## src/rtl/idt_cfg_loader.sv

```systemverilog
// Serial configuration loader for an IDT clock synthesizer: shifts a 24-bit
// word MSB-first on idt_sclk/idt_data, waits a gap, then pulses idt_strobe.
module idt_cfg_loader #(
    parameter int CLK_DIV       = 1,
    parameter int GAP_CYCLES    = 14,
    parameter int STROBE_CYCLES = 2
) (
    input  logic        osc_clk,
    input  logic        osc_reset,
    input  logic        cfg_valid,
    input  logic [23:0] cfg_data,
    output logic        cfg_ready,
    output logic        busy,
    output logic        done,
    output logic        idt_sclk,
    output logic        idt_data,
    output logic        idt_strobe
);

    typedef enum logic [1:0] {IDLE, SHIFT, GAP, STROBE} state_t;

    localparam logic [7:0] DIV_LAST    = 8'(CLK_DIV - 1);
    localparam logic [7:0] GAP_LAST    = 8'(GAP_CYCLES - 1);
    localparam logic [7:0] STROBE_LAST = 8'(STROBE_CYCLES - 1);

    state_t      r_state, w_state_nx;
    logic [23:0] r_shift, w_shift_nx;
    logic [4:0]  r_bit, w_bit_nx;
    logic [7:0]  r_phase, w_phase_nx;
    logic        r_half, w_half_nx;
    logic        r_sclk, w_sclk_nx;
    logic        r_data, w_data_nx;
    logic        r_strobe, w_strobe_nx;
    logic        r_done, w_done_nx;

    always_ff @(posedge osc_clk) begin
        if (osc_reset) begin
            r_state  <= IDLE;
            r_shift  <= '0;
            r_bit    <= '0;
            r_phase  <= '0;
            r_half   <= 1'b0;
            r_sclk   <= 1'b0;
            r_data   <= 1'b0;
            r_strobe <= 1'b0;
            r_done   <= 1'b0;
        end else begin
            r_state  <= w_state_nx;
            r_shift  <= w_shift_nx;
            r_bit    <= w_bit_nx;
            r_phase  <= w_phase_nx;
            r_half   <= w_half_nx;
            r_sclk   <= w_sclk_nx;
            r_data   <= w_data_nx;
            r_strobe <= w_strobe_nx;
            r_done   <= w_done_nx;
        end
    end

    // Outputs are computed one cycle ahead so every idt_* pin comes from a flop.
    always_comb begin
        w_state_nx  = r_state;
        w_shift_nx  = r_shift;
        w_bit_nx    = r_bit;
        w_phase_nx  = r_phase;
        w_half_nx   = r_half;
        w_sclk_nx   = r_sclk;
        w_data_nx   = r_data;
        w_strobe_nx = r_strobe;
        w_done_nx   = 1'b0;
        case (r_state)
            IDLE: begin
                if (cfg_valid) begin
                    w_state_nx = SHIFT;
                    w_data_nx  = cfg_data[23];
                    w_shift_nx = {cfg_data[22:0], 1'b0};
                    w_sclk_nx  = 1'b0;
                    w_bit_nx   = '0;
                    w_phase_nx = '0;
                    w_half_nx  = 1'b0;
                end
            end
            SHIFT: begin
                if (r_phase == DIV_LAST) begin
                    w_phase_nx = '0;
                    if (!r_half) begin
                        w_half_nx = 1'b1;
                        w_sclk_nx = 1'b1;
                    end else if (r_bit == 5'd23) begin
                        w_half_nx = 1'b0;
                        w_sclk_nx = 1'b0;
                        w_data_nx = 1'b0;
                        w_bit_nx  = '0;
                        if (GAP_CYCLES == 0) begin
                            w_state_nx  = STROBE;
                            w_strobe_nx = 1'b1;
                        end else begin
                            w_state_nx = GAP;
                        end
                    end else begin
                        w_bit_nx   = r_bit + 5'd1;
                        w_half_nx  = 1'b0;
                        w_sclk_nx  = 1'b0;
                        w_data_nx  = r_shift[23];
                        w_shift_nx = {r_shift[22:0], 1'b0};
                    end
                end else begin
                    w_phase_nx = r_phase + 8'd1;
                end
            end
            GAP: begin
                if (r_phase == GAP_LAST) begin
                    w_phase_nx  = '0;
                    w_state_nx  = STROBE;
                    w_strobe_nx = 1'b1;
                end else begin
                    w_phase_nx = r_phase + 8'd1;
                end
            end
            STROBE: begin
                if (r_phase == STROBE_LAST) begin
                    w_phase_nx  = '0;
                    w_state_nx  = IDLE;
                    w_strobe_nx = 1'b0;
                    w_done_nx   = 1'b1;
                end else begin
                    w_phase_nx = r_phase + 8'd1;
                end
            end
            default: w_state_nx = IDLE;
        endcase
    end

    assign cfg_ready  = (r_state == IDLE);
    assign busy       = (r_state != IDLE);
    assign done       = r_done;
    assign idt_sclk   = r_sclk;
    assign idt_data   = r_data;
    assign idt_strobe = r_strobe;

endmodule
```

## config.mk

```make
export PLATFORM = sky130hd
export DESIGN_NAME = idt_cfg_loader
export DESIGN_NICKNAME = d
export VERILOG_FILES = /design/src/rtl/idt_cfg_loader.sv
export SDC_FILE = /design/constraint.sdc
export NUM_CORES = 1
export LEC_CHECK = 0
export CORE_ASPECT_RATIO = 0.9
export CORE_MARGIN = 10
export CORE_UTILIZATION = 58
export DETAILED_ROUTE_END_ITERATION = 10
export PLACE_DENSITY_LB_ADDON = 0.15
export SLEW_MARGIN = 20
export SYNTH_ARGS = -nofsm -noshare
export SYNTH_HDL_FRONTEND = slang
export SYNTH_SLANG_ARGS = --single-unit
```

## constraint.sdc

```tcl
create_clock -name osc_clk -period 4.29 [get_ports osc_clk]
set_input_delay 0.429 -clock osc_clk [delete_from_list [all_inputs] [get_ports osc_clk]]
set_output_delay 0.429 -clock osc_clk [all_outputs]
set_load 0.05 [all_outputs]
```

Yosys cells after proc, flatten, opt, wreduce, memory -nomap -nowiden. Cells that the tools add are included.

Bits in registers: 43. Bits in latches: 0. Memory bits (writable): 0. ROM bits: 0. Input bits: 27. Output and inout bits: 6. Logic and storage cells: 70. Memories: 0.

Add/sub/neg operators: 2. Multipliers: 0. Div/mod/pow operators: 0. Order comparisons: 0. Equal/unequal tests: 13. Shift-type cells: 0. Muxes and demuxes: 35. Bitwise operators: 1. Reduce and logical (&&, ||, !) cells: 11.

Operator list (number): two-way mux 24 bit (4); one-hot mux 24 bit (2 select lines) (1); two-way mux 8 bit (4); one-hot mux 8 bit (4 select lines) (1); two-way mux 5 bit (4); != test 2 bit (second input constant) (7); two-way mux 2 bit (6); two-way mux 1 bit (10); one-hot mux 5 bit (2 select lines) (1); adder 8 x 1 -> 8 bit (second input constant) (1); == test 8 x 1 -> 1 bit (second input constant) (1); == test 8 x 4 -> 1 bit (second input constant) (1); zero test 8 bit (1); one-hot mux 2 bit (4 select lines) (1); one-hot mux 1 bit (2 select lines) (3); AND reduction 3 bit (2); AND reduction 6 bit (1); nonzero test 2 bit (3); adder 5 x 1 -> 5 bit (second input constant) (1); == test 5 bit (second input constant) (1); AND reduction 5 bit (1); == test 2 bit (second input constant) (2); AND reduction 4 bit (1); == test 2 x 1 -> 1 bit (second input constant) (1); 3 further kinds (3).

Longest topological paths before layout. Gate-level depths: netlist of run 1.

Word-level depth: 5. Depth in mapped cells: 9. Mapped depth without buffers: 7.

Worst setup path before layout of run 1. Ideal clock, no wire load.

Kind: flip-flop to flip-flop. Start: register r_state[0]. End: register r_state[0]. Setup time: 0.101 ns. Arrival: 2.170 ns. Required time: 4.189 ns. Slack: 2.019 ns. Stages on the path, launching flop included: 9. Buffers on the path: 1. Period minus slack after synthesis: 2.271 ns. Cells stage by stage: dfxtp_1 inv_1 ha_1 clkbuf_1 inv_1 nor2_1 o22a_1 o21ai_0 o41ai_1.

Cells in the longest elaborated chain, start to end: 3. Elaborated cells between the ends (all ways): 12. Classes of those cells: eq/ne (9); mux (1); reduce/logical (2).

RTL lines: from (decl) (RTL line 26) `state_t r_state, w_state_nx;`; from (signal assigned) (RTL line 48) `r_state <= w_state_nx;`; zero test 2 bit (*); named net cfg_ready (RTL line 12) `output logic cfg_ready,`; != test 2 bit (no source line); AND reduction 6 bit (no source line).

The timed path passes the listed nets; every way through them passes the cells marked *. A chain may end at the register's enable or synchronous reset.

Worst setup path in the final report of run 1.
Start: register r_phase[0]. End: register r_shift[4].

Cells in the longest elaborated chain, start to end: 3.

RTL lines: from (decl) (RTL line 29) `logic [7:0] r_phase, w_phase_nx;`; from (signal assigned) (RTL line 51) `r_phase <= w_phase_nx;`; zero test 8 bit (RTL line 84) `if (r_phase == DIV_LAST) begin`; != test 2 bit (no source line); AND reduction 5 bit (no source line); to (signal assigned) (RTL line 49) `r_shift <= w_shift_nx;`; to (decl) (RTL line 27) `logic [23:0] r_shift, w_shift_nx;`.

No other way between the ends.

==> impl_results.md, run 1 <==
* Result of the run: complete, no violations
* Final Max Slew Viols at 0
* Post-Syn Instances at 248
* Total Die Area at 6790 µm²
* FILL cells at 308
* Routed wire length per instance at 15.2 µm
* Maximum number of pins on one net before global-route repair at 45
* Required time of the critical path at 4.49 ns
* Antenna violations before repair at 0
* Area grow syn2layout at 17.7%
* Grt total ovfl at 0
* Row count at 21
* Final number of setup-violating endpoints at 0
* Pwr per Cell Area at 597 nW/µm²
* Cell at the root of the clock tree: sky130_fd_sc_hd__clkbuf_8
* Starting utilization of the core area at 60.5%
* Worst-Skew Late Latency at 0.29 ns
* Most frequent cells after synthesis: sky130_fd_sc_hd__dfxtp_1 (42), sky130_fd_sc_hd__nor2_1 (39), sky130_fd_sc_hd__mux2i_1 (23)
* Number of cell instances on the worst register-to-register path at 8
* Unrepaired setup endpoints after global routing: false
* Mean Syn Cell Area at 9.11 µm²
* Depth of the worst hold-timing path at 2
* Global-route usage over all layers at 14.2%
* Setup crit start kind: flop
* Final GP Congestion at 0.830
* Fraction of the yosys area taken by sequential cells at 37.2%
* Time the final worst path needs with I/O delays and setup at 2.52 ns
* Wirelength, routed at 4830 µm
* Synthesized flop and latch total at 42
* CTS H-tree lvls at 2
* Yosys top cell area share at 37.2%
* Antenna Cells at 0
* Dominant synthesized flop cell: sky130_fd_sc_hd__dfxtp_1
* Unique cell type count in the Yosys netlist at 44
* Critical register-to-register path startpoint: r_phase[0]
* Warnings, synthesis at 0
* Max Cap Violations at 0
* Via count of the first global-routing pass at 1718
* Critical path peak fanout at 29
* Leading post-synthesis cells by cell area: sky130_fd_sc_hd__dfxtp_1 (37%), sky130_fd_sc_hd__mux2i_1 (10%), sky130_fd_sc_hd__a211oi_2 (10%)
* Number of buffers inserted to repair setup after CTS at 0
* Most instantiated library cell after synthesis: sky130_fd_sc_hd__dfxtp_1
* Worst Hold End: r_shift[1]
* Crit path capture type: flop
* Ratio of routed vias to standard cells at 5.83
* Share of the cycle needed by the critical path after routing at 58.7%
* TritonCTS clock tree: built
* Number of gates given a new drive strength after cts at 0
* Power consumption at 1.59 mW
* Horizontal die dimension at 85.8 µm
* Via total after detailed routing at 1855
* CTS max path bufs at 2
* # IOs at 33
* Share of the core filled with cells in the final layout at 71.3%
* Number of hold buffers added after cts at 0
* Slew at the pin closest to its max-slew limit at 0.984 ns
* Placed wire-length estimate after detailed placement at 3280 µm
* Die Span Y at 79.2 µm
* Maximum VDD drop at 0.442 mV
* Iter 0 DRT Violations at 126
* Leading area contributor after synthesis: sky130_fd_sc_hd__dfxtp_1
* End of the worst register-to-register path: r_shift[4]
* Arr. time, crit path at 2.71 ns
* Number of buffers added by the clock tree synthesis step at 5
* First-pass GRT wire length at 8140 µm
* Sum of negative setup slack at 0 ns
* Hold Slack at 0.481 ns
* Worst-path clk slew at 0.07 ns
* Worst hold path startpoint: r_shift[1]
* Placeable core region at 3730 µm²
* Min-Delay Path Class: reg2reg
* Count of endpoints failing hold in the final timing report at 0
* Slew HR at 34.4%
* DRC violation count after routing at 0
* Nets in the synthesized netlist at 283
* Port Buf Inserts at 32
* Number of iterations in the first detailed-routing pass at 4
* Critical setup path kind: reg2reg
* Layout cells sized above 1 at 12.5%
* Final design area excluding fillers at 2660 µm²
* Placement Cell Area at 2580 µm²
* R2R setup slack at 1.77 ns
* Number of flops mapped to enable cells by yosys at 0
* Post-Syn Area at 2260 µm²
* Async set-reset flop share out of synthesis at 0%
* Number of nets with antenna violations after detailed routing at 0
* Clock Skew at 0.00549 ns
* Clk sink count at 42
* Net count of the finished layout at 307
* Highest clock rate at 0.397 GHz
* Leak Pwr at 0.924 nW
==> registers in the layout, summed over array words and instances (netlist names) <==
name        cells
idt_sclk        1
idt_data        1
done            1
r_phase         8
idt_strobe      1
r_bit           5
r_shift        23
r_state         2
==> critical path, stage by stage, from the launching register on <==
cell and delay, ns:
sky130_fd_sc_hd__dfxtp_1 0.37, sky130_fd_sc_hd__inv_1 0.08, sky130_fd_sc_hd__ha_1 0.13, sky130_fd_sc_hd__nor3b_1 0.49, sky130_fd_sc_hd__nand4b_1 0.26, sky130_fd_sc_hd__a21oi_4 0.57
sky130_fd_sc_hd__buf_16 0.25, sky130_fd_sc_hd__nor2_1 0.06, sky130_fd_sc_hd__a211oi_1 0.21
==> metal layers <==
metal / share of wire (%) / track usage (%) / wire (µm) / up-vias
met1: 48 / 18.3 / 2310 / 861
met3: 5.1 / 4.18 / 248 / 9
met4: 1.7 / 6.58 / 84 / 0
met2: 45 / 21.3 / 2190 / 35
met5: 0 / 0 / 0 / -
li1: - / - / - / 950
==> logic make-up (layout without fill, tap and decap cells) <==
logic type	Yosys count	in the layout	share of synthesized area (%)
fa+ha+maj	8	8	4.43
flops	42	42	37.2
compound gates	59	59	22.9
buf+inv	25	49	5.26
mux	24	24	10.7
simple gates	90	90	19.5
==> layout by cell type, fill, tap and decap left out, types with 5 or more instances in the layout <==
master,count
sky130_fd_sc_hd__dfxtp_1,42
sky130_fd_sc_hd__mux2i_1,23
sky130_fd_sc_hd__ha_1,7
sky130_fd_sc_hd__a21oi_1,10
sky130_fd_sc_hd__a211oi_2,18
sky130_fd_sc_hd__nand3_1,10
sky130_fd_sc_hd__clkdlybuf4s50_1,31
sky130_fd_sc_hd__inv_1,8
sky130_fd_sc_hd__nor3_1,5
sky130_fd_sc_hd__nor2_1,39
sky130_fd_sc_hd__nand2_1,16
sky130_fd_sc_hd__a31oi_1,5
sky130_fd_sc_hd__clkbuf_8,5
sky130_fd_sc_hd__a211oi_1,6
==> area by class of cell <==
cell class,instances,area [µm²],share of cell area [%]
clock inverters,2,10.0,0.376
repair buffers,34,350,13.2
multi-input cells,181,1300,48.9
well taps,46,57.6,2.16
clock buffers,5,68.8,2.59
inverters,8,30.0,1.13
flip-flops and latches,42,841,31.6
==> per-stage QoR <==
stage	std cells	setup slack [ns]
2_1_floorplan	248	2.02
3_3_place_gp	310	1.59
3_5_place_dp	311	1.78
4_1_cts	318	1.75
5_1_grt	318	1.56
6_report	318	1.77
==> how the worst max path moves through the flow <==
stage | start | to | slack [ns] | cells after the start
after floorplan | r_state[0] | r_state[0] | 2.02 | 8
after global placement | r_state[1] | r_shift[11] | 1.59 | 8
after detailed placement | r_state[1] | r_shift[4] | 1.78 | 9
after CTS | r_state[1] | r_shift[4] | 1.75 | 9
after global routing | r_phase[0] | r_shift[4] | 1.56 | 8
final | r_phase[0] | r_shift[4] | 1.77 | 8
==> power by group <==
group	leakage (nW)	switching (mW)	internal [mW]	total (mW)
logic	0.536	0.466	0.317	0.783
registers	0.344	0.0639	0.500	0.564
clock network	0.0438	0.131	0.109	0.240
No activity file was read; power rests on OpenSTA's default activity.
==> run 2: changes to the inputs <==
- CORE_UTILIZATION: 58 -> 49
- clock period: 4.29 -> 2.02 ns (I/O delays scaled with it)
==> run 2 against run 1 <==
  * First-iteration DRC count grew 7.9%
  * Critical path depth unchanged
  * Clock power grew to 2.7 times the previous value
  * Final cell count grew 10%
  * Maximum frequency increased by 34%
  * Clock skew up 0.00086 ns
  * Hold slack worse by 0.057 ns
  * Power grew 130%
  * Register-to-register slack lost 1.6 ns
  * Global-route usage fell by 1.4 points
  * Sequential cell count stayed put
  * Largest cell class unchanged
==> impl_results.md, run 2 (same netlist as run 1, synthesis figures left out) <==
* Result of the run: complete, no violations
* Antenna violations before repair at 0 (unchanged)
* CTS max path bufs at 2 (unchanged)
* Final number of setup-violating endpoints at 0 (unchanged)
* Row count at 23 (+9.5%)
* Worst-Skew Late Latency at 0.29 ns (about the same)
* Final Max Slew Viols at 0 (unchanged)
* Slew at the pin closest to its max-slew limit at 0.655 ns (-0.328 ns)
* Critical path peak fanout at 10 (-66%)
* Commonest cells after routing, fill and taps aside: sky130_fd_sc_hd__dfxtp_1 (42), sky130_fd_sc_hd__nor2_1 (38), sky130_fd_sc_hd__clkdlybuf4s50_1 (29), sky130_fd_sc_hd__mux2i_1 (23), sky130_fd_sc_hd__a211oi_2 (18)
* Critical register-to-register path startpoint: r_state[0]
* Iter 0 DRT Violations at 136 (+7.9%)
* Layout cells sized above 1 at 19.8% (+7.3 points)
* Clk sink count at 42 (unchanged)
* Number of iterations in the first detailed-routing pass at 4 (unchanged)
* CTS H-tree lvls at 2 (unchanged)
* Routed wire length per instance at 14.3 µm (-6.0%)
* Starting utilization of the core area at 50.6% (-9.9 points)
* Required time of the critical path at 2.18 ns (-2.31 ns)
* Delay of the slowest cell on the worst path at 0.37 ns (-0.20 ns)
* Horizontal die dimension at 91.6 µm (+6.7%)
* Number of cell instances on the worst register-to-register path at 8 (unchanged)
* # IOs at 33 (unchanged)
* Port Buf Inserts at 32 (unchanged)
* Net count of the finished layout at 322 (+4.9%)
* Top cell family by delay on the critical path: compound AO/OA/AOI/OAI gates
* Via count of the first global-routing pass at 1847 (+7.5%)
* List of cells traversed by the critical path: inv_1, ha_1, nor4b_2, a21oi_1, a211o_1, buf_4, a22oi_1, nor2_1
* Max Cap Violations at 0 (unchanged)
* Global-route usage over all layers at 12.8% (-1.4 points)
* Final std cells w/o fill at 350 (+10%)
* Largest registers: r_shift x23, r_phase x8, r_bit x5
* Unrepaired setup endpoints after global routing: true
* Placeable core region at 4460 µm² (+20%)
* Number of nets with antenna violations after detailed routing at 0 (unchanged)
* Maximum number of pins on one net before global-route repair at 46 (+2.2%)
* Critical setup path kind: reg2reg
* Total buffers and inverters traversed by the critical path at 2 (unchanged)
* Top register by number of flip-flops: r_shift
* Setup crit start kind: flop
* DRC violation count after routing at 0 (unchanged)
* Crit path capture type: flop
* FILL cells at 391 (+27%)
* Largest register FFs at 23 (unchanged)
* Worst-path clk slew at 0.08 ns (about the same)
* Placed wire-length estimate after detailed placement at 3540 µm (+8.0%)
* Highest clock rate at 0.534 GHz (+34%)
* Antenna Cells at 0 (unchanged)
* Stages on worst setup path at 8 (unchanged)
* Worst setup path endpoint: r_phase[1]
* Count of endpoints failing hold in the final timing report at 0 (unchanged)
* Number of cells after detailed placement at 341 (+9.6%)
* Time the final worst path needs with I/O delays and setup at 1.87 ns (-0.644 ns)
* Share of the cycle needed by the critical path after routing at 92.7% (+34 points)
* Arr. time, crit path at 2.03 ns (-0.68 ns)
* Most common cell after layout, fill and taps aside: sky130_fd_sc_hd__dfxtp_1
* Via total after detailed routing at 1933 (+4.2%)
* Share of the core filled with cells in the final layout at 64.5% (-6.8 points)
* Cell type of the slowest stage on the worst timing path: sky130_fd_sc_hd__dfxtp_1
* Die Span Y at 84.4 µm (+6.6%)
* Cell at the root of the clock tree: sky130_fd_sc_hd__clkbuf_8
* Slew HR at 56.3% (+22 points)
* Grt total ovfl at 0 (unchanged)
* Maximum VDD drop at 0.955 mV (+120%)
* End of the worst register-to-register path: r_phase[1]
* Area grow syn2layout at 27.4%
* Min-Delay Path Class: in2reg
* Pwr per Cell Area at 1270 nW/µm² (+110%)
* Wirelength, routed at 5000 µm (+3.5%)
* Number of buffers added by the clock tree synthesis step at 5 (unchanged)
* First-pass GRT wire length at 8420 µm (+3.6%)
* TritonCTS clock tree: built
* R2R setup slack at 0.15 ns (-1.63 ns)
* Leak Pwr at 1.02 nW (+10%)
* Number of buffers inserted to repair setup after CTS at 0 (unchanged)
* Clock Skew at 0.00636 ns (+0.000863 ns)
* Worst setup path startpoint: r_state[0]
* Ratio of routed vias to standard cells at 5.52 (-5.3%)
* Total Die Area at 7730 µm² (+14%)
* Final GP Congestion at 0.830 (about the same)
==> run 2: changes by cell type in the layout (fill, tap and decap cells not counted), sizes merged <==
cell           before  now
clkinv              2    0
buf                 3   19
bufinv              0    1
inv                 8    7
clkdlybuf4s50      31   29
clkbuf              5    7
clkinvlp            0    2
==> run 2: worst register-to-register path, stage by stage (launching register included) <==
cell and delay [ns]:
sky130_fd_sc_hd__dfxtp_1 0.37, sky130_fd_sc_hd__inv_1 0.11, sky130_fd_sc_hd__ha_1 0.23, sky130_fd_sc_hd__nor4b_2 0.25
sky130_fd_sc_hd__a21oi_1 0.11, sky130_fd_sc_hd__a211o_1 0.28, sky130_fd_sc_hd__buf_4 0.17, sky130_fd_sc_hd__a22oi_1 0.18
sky130_fd_sc_hd__nor2_1 0.05
==> run 2: per-layer routing <==
layer	GRT usage, %	share of wire [%]
met1	17.9	51
met2	18.6	44
met3	3.11	4.7
met4	4.27	1.2
met5	0	0
==> run 2: layout make-up <==
cell class,instances,area [µm²],share of cell area [%]
Sequential cell,42,841,29.2
Clock inverter,2,37.5,1.30
Timing Repair Buffer,49,480,16.7
Tap cell,62,77.6,2.70
Inverter,8,33.8,1.17
Clock buffer,6,72.6,2.52
Multi-Input combinational cell,181,1330,46.4
==> run 2: report_power, final <==
group          internal (mW)  switching [mW]
Clock                  0.369           0.282
Combinational          0.775            1.05
Sequential              1.06           0.124
==> run 2: timing repair <==
action	in CTS	in global routing
hold endpoints to repair	0	0
setup endpoints to repair	0	13
resized for setup	0	3
hold buffers	0	0
==> run 2: stage by stage <==
| step | setup TNS [ns] | instance area (µm²) | hold WS [ns] | worst slack, ns | total power [mW] |
|---|---|---|---|---|---|
| 2_1_floorplan | 0 | 2280 | 0.372 | 0.0242 | 2.59 |
| 3_3_place_gp | 0 | 2720 | 0.459 | 0.102 | 2.90 |
| 3_5_place_dp | 0 | 2720 | 0.460 | 0.0752 | 2.94 |
| 4_1_cts | 0 | 2830 | 0.416 | 0.0598 | 3.61 |
| 5_1_grt | -0.0233 | 2880 | 0.440 | -0.0160 | 3.94 |
| 6_report | 0 | 2880 | 0.424 | 0.147 | 3.66 |
==> run 2: worst min-delay path by stage <==
stage	startpoint	end	slack, ns	depth (start not counted)
final	osc_reset	r_bit[0]	0.42	2
after global routing	osc_reset	r_phase[1]	0.44	2
after CTS	osc_reset	r_phase[1]	0.42	2
after detailed placement	r_shift[1]	r_shift[1]	0.46	2
after global placement	r_shift[1]	r_shift[1]	0.46	2
after floorplan	cfg_data[0]	r_shift[1]	0.37	2
==> RTL change 1: new RTL, flow settings as in run 1 <==
Re-encode `state_t` (4 states) as one-hot, 4 bits wide.
--- a/src/rtl/idt_cfg_loader.sv
+++ b/src/rtl/idt_cfg_loader.sv
@@ -18,5 +18,5 @@
 );
 
-    typedef enum logic [1:0] {IDLE, SHIFT, GAP, STROBE} state_t;
+    typedef enum logic [3:0] {IDLE = 4'b0001, SHIFT = 4'b0010, GAP = 4'b0100, STROBE = 4'b1000} state_t;
 
     localparam logic [7:0] DIV_LAST    = 8'(CLK_DIV - 1);
Formal check against the unedited RTL: no difference found for any inputs over 10 cycles, from zero or initial values and one cycle with osc_reset high; not proved beyond that.
==> RTL change 1 against run 1 <==
  * Design area is 0.38% higher
  * Critical path type unchanged
  * Global-route usage up 0.33 points
  * Setup slack got worse by 0.21 ns
  * Routed wire length rose by 1.1%
  * Area after synthesis increased by 1.3%
  * Highest routed layer unchanged
  * Sequential cell count grew 2
  * Synthesized cell count increased by 10%
Power is not compared: it rests on default switching activity, and its combinational part moved more than twofold at a synthesized area within 25%.
==> RTL change 1: results (changes against run 1) <==
status: finished, final reports clean (unchanged)
layout cells sized above 1: 7.09% (was 12.5%)
FF+latch area: 881 µm² (was 841 µm²)
clk_skew: 0.0119 ns (was 0.00549 ns)
XOR/XNOR Fraction of Synth Area: 1.91% (was 0%)
largest net degree at the start of global routing: 46 (was 45)
#MultiIn Comb: 201 (was 181)
crit-path max FO: 45 (was 29)
placed cell count: 334 (was 311)
R2R setup slack: 1.57 ns (was 1.77 ns)
worst reg2reg path depth: 6 (was 8)
largest stage delay on the critical path: 0.84 ns (was 0.57 ns)
area post-placement: 2580 µm² (about the same)
most frequent cells after synthesis: nand2_1 (56), dfxtp_1 (44), nor2_1 (34), a311oi_1 (23) (was dfxtp_1 (42), nor2_1 (39), mux2i_1 (23), a211oi_2 (18), nand2_1 (16))
Worst setup startpoint: r_state[3] (was r_phase[0])
Post-Route WL: 4.88 mm (was 4.83 mm)
synth top area cells: dfxtp_1 (39%), nand2_1 (9.2%), a311oi_1 (8.8%) (was dfxtp_1 (37%), mux2i_1 (10%), a211oi_2 (10%))
Clk pin slew, worst setup/hold paths: 0.09 ns (was 0.07 ns)
hold_ws: 0.471 ns (was 0.481 ns)
Min-Delay Endpoint: r_shift[23] (was r_shift[1])
drt via density: 5.73 (was 5.83)
non-clk buf share: 12.6% (was 13.2%)
adder-cell share of the synthesized area: 2.19% (was 4.43%)
Mapped Nets: 305 (was 283)
number of register bits inferred by synthesis: 44 (was 42)
Arrival @ worst endpoint: 2.90 ns (was 2.71 ns)
Layout fillers: 321 (was 308)
Final Wtd Congestion: 0.819 (was 0.830)
multi-input logic area: 1270 µm² (was 1300 µm²)
Critical R2R Capture: r_shift[19] (was r_shift[4])
Layout area overhead: 16.7% (was 17.7%)
first-pass GRT wire length: 8.54 mm (was 8.14 mm)
Netlist cell types: 56 (was 44)
met1 wire length: 2.33 mm (was 2.31 mm)
clk tree area frac: 3.38% (was 2.96%)
Post-Layout Inst Area: 2670 µm² (was 2660 µm²)
proportion of synthesized area in mux cells: 0% (was 10.7%)
vias post-DR: 1960 (was 1855)
Final HPWL DP: 3.47 mm (was 3.28 mm)
Mean Syn Cell Area: 8.35 µm² (was 9.11 µm²)
register area share after synthesis: 38.5% (was 37.2%)
CLK BUF: 8 (was 5)
hold wc startpoint: r_shift[22] (was r_shift[1])
slew margin rel.: 32.9% (was 34.4%)
==> RTL change 1: power by group through the flow <==
stage / sequential (mW) / combinational, mW / clock (mW)
finish: 0.489 / 0.252 / 0.261
detailed placement: 0.499 / 0.253 / 0
floorplan: 0.499 / 0.188 / 0
global placement: 0.498 / 0.245 / 0
global route: 0.497 / 0.280 / 0.282
CTS: 0.489 / 0.254 / 0.266
==> RTL change 1: per-layer routing <==
metal	vias up	global-route usage (%)
met5	-	0
met4	0	3.88
met3	5	4.08
met2	45	22.8
met1	886	19.0
li1	1024	-
==> RTL change 1: worst max-delay path: cells and delay by family (launching register included) <==
kind / cells / cell delay, ns
AOI/OAI and AO/OA: 2 / 1.16
buffers and inverters: 1 / 0.33
DFF: 1 / 0.48
and+or+nand+nor: 3 / 0.63
==> RTL change 1: through the flow <==
step	setup slack, ns	power [mW]
floorplan	1.73	0.687
global placement	1.73	0.743
detailed placement	1.60	0.751
CTS	1.55	1.01
global route	1.32	1.06
finish	1.57	1.00
==> RTL change 2: new RTL, flow settings as in run 1 <==
Made on the original files. The parameter `GAP_CYCLES` goes from 14 to 7.
--- a/src/rtl/idt_cfg_loader.sv
+++ b/src/rtl/idt_cfg_loader.sv
@@ -3,5 +3,5 @@
 module idt_cfg_loader #(
     parameter int CLK_DIV       = 1,
-    parameter int GAP_CYCLES    = 14,
+    parameter int GAP_CYCLES    = 7,
     parameter int STROBE_CYCLES = 2
 ) (
Function: no difference found for any inputs over 10 cycles, from zero or initial values and one cycle with osc_reset high; that may be too few to reach the edited logic, so the function may still have changed.
==> RTL change 2 against run 1 <==
  * Routed wire length fell by 1.6%
  * Power rose by 9.7%
  * Register-to-register slack got worse by 0.29 ns
  * Design area rose by 0.80%
  * Final cell count fell by 0.31%
  * Setup slack got worse by 0.32 ns
  * Critical path type is now reg -> out
  * Area after synthesis fell by 0.55%
  * Sequential cell count did not move
==> RTL change 2: results (changes against run 1) <==
antenna cell count: 0 (unchanged)
largest net degree at the start of global routing: 36 (was 45)
Pre-antenna DRT Iters: 4 (unchanged)
area post-placement: 2570 µm² (was 2580 µm²)
Arrival @ worst endpoint: 2.41 ns (was 2.71 ns)
VDD IR max: 0.451 mV (was 0.442 mV)
antenna-violating nets left: 0 (unchanged)
crit-path max FO: 14 (was 29)
CTS Buffer Depth: 2 (unchanged)
status: finished, final reports clean (unchanged)
Mapped Nets: 281 (was 283)
Netlist cell types: 49 (was 44)
synth top area cells: dfxtp_1 (37%), mux2i_1 (11%), a211oi_2 (6.1%) (was dfxtp_1 (37%), mux2i_1 (10%), a211oi_2 (10%))
initial antenna violation count: 0 (unchanged)
Final #Nets: 307 (unchanged)
R2R setup slack: 1.48 ns (was 1.77 ns)
Layout fillers: 297 (was 308)
total CTS buffers: 5 (unchanged)
Final HPWL DP: 3.44 mm (was 3.28 mm)
total track usage: 14.2% (about the same)
register area share after synthesis: 37.4% (was 37.2%)
slew margin rel.: 34.7% (was 34.4%)
post-CTS setup repair buffer count: 0 (unchanged)
Post-synth ARST share: 0% (unchanged)
Worst setup startpoint: r_state[0] (was r_phase[0])
P_leak: 0.969 nW (was 0.924 nW)
most frequent cells after synthesis: dfxtp_1 (42), nor2_1 (35), mux2i_1 (24), nand3_1 (14) (was dfxtp_1 (42), nor2_1 (39), mux2i_1 (23), a211oi_2 (18), nand2_1 (16))
biggest regs: r_shift: 23 flops, r_phase: 8 flops, r_bit: 5 flops (unchanged)
CTS root buffer: clkbuf_8 (unchanged)
port buffer count: 32 (unchanged)
Clk pin slew, worst setup/hold paths: 0.08 ns
layout cells sized above 1: 11.1% (was 12.5%)
reg2reg start: r_state[1] (was r_phase[0])
H-tree depth: 2 (unchanged)
Worst-Skew Late Latency: 0.29 ns (about the same)
Yosys warning count: 0 (unchanged)
first-pass GRT wire length: 8.23 mm (was 8.14 mm)
Critical R2R Capture: r_shift[23] (was r_shift[4])
clk_skew: 0.00523 ns (was 0.00549 ns)
# resized after CTS: 0 (unchanged)
Min-Delay Path Class: reg -> reg (unchanged)
worst reg2reg path depth: 8 (unchanged)
worst setup path endpoint: busy (was r_shift[4])
vias post-DR: 1835 (was 1855)
Post-Route WL: 4.75 mm (was 4.83 mm)
DR iter-0 viols: 160 (was 126)
Final Wtd Congestion: 0.833 (was 0.830)
[RTL change 2: worst min-delay path by stage]
stage	startpoint	to	slack, ns	depth (start not counted)
after global routing	r_bit[1]	r_bit[1]	0.50	2
final	r_bit[1]	r_bit[1]	0.48	2
after CTS	r_bit[1]	r_bit[1]	0.48	2
after floorplan	r_shift[1]	r_shift[1]	0.45	2
after detailed placement	r_bit[1]	r_bit[1]	0.47	2
after global placement	r_shift[1]	r_shift[1]	0.46	2
[RTL change 2: through the flow]
stage | worst slack, ns | total power, mW | cells | util, % | hold slack, ns
after global routing | 1.22 | 1.87 | 317 | 71.8 | 0.496
final | 1.46 | 1.74 | 317 | 71.8 | 0.478
after CTS | 1.45 | 1.75 | 317 | 71.8 | 0.483
after floorplan | 1.74 | 1.28 | 245 | - | 0.445
after global placement | 1.62 | 1.41 | 310 | 68.8 | 0.458
after detailed placement | 1.55 | 1.43 | 310 | 68.8 | 0.471
[RTL change 2: kinds of logic after synthesis]
kind of cell	synth area share, %
simple gates	21.3
buf+inv	4.62
compound gates	20.9
mux	10.7
fa+ha+maj	5.01
flops	37.4
[RTL change 2: area by class of cell]
class                   instances  area [µm²]  share of cell area [%]
multi-input cells             181        1300                    48.6
flip-flops and latches         42         841                    31.4
repair buffers                 35         343                    12.8
clock buffers                   6        82.6                    3.08
well taps                      46        57.6                    2.15
clock inverters                 1        30.0                    1.12
inverters                       6        22.5                   0.840
[RTL change 2: critical path: stages, from the launching register on]
cell	delay, ns
dfxtp_1	0.34
inv_1	0.10
ha_1	0.46
clkinv_1	0.41
clkdlybuf4s50_1	0.80
[RTL change 2: power by group]
group	switching, mW	internal (mW)	total, mW	leakage, nW
logic	0.554	0.332	0.885	0.567
registers	0.0538	0.487	0.541	0.344
clock network	0.129	0.186	0.315	0.0573
[RTL change 2: metal layers]
layer / vias to the layer above / track usage [%] / share of wire, %
met3: 2 / 4.18 / 6.4
met5: - / 0 / 0
li1: 947 / - / -
met4: 0 / 1.97 / 0.17
met2: 40 / 22.2 / 44
met1: 846 / 19.2 / 49
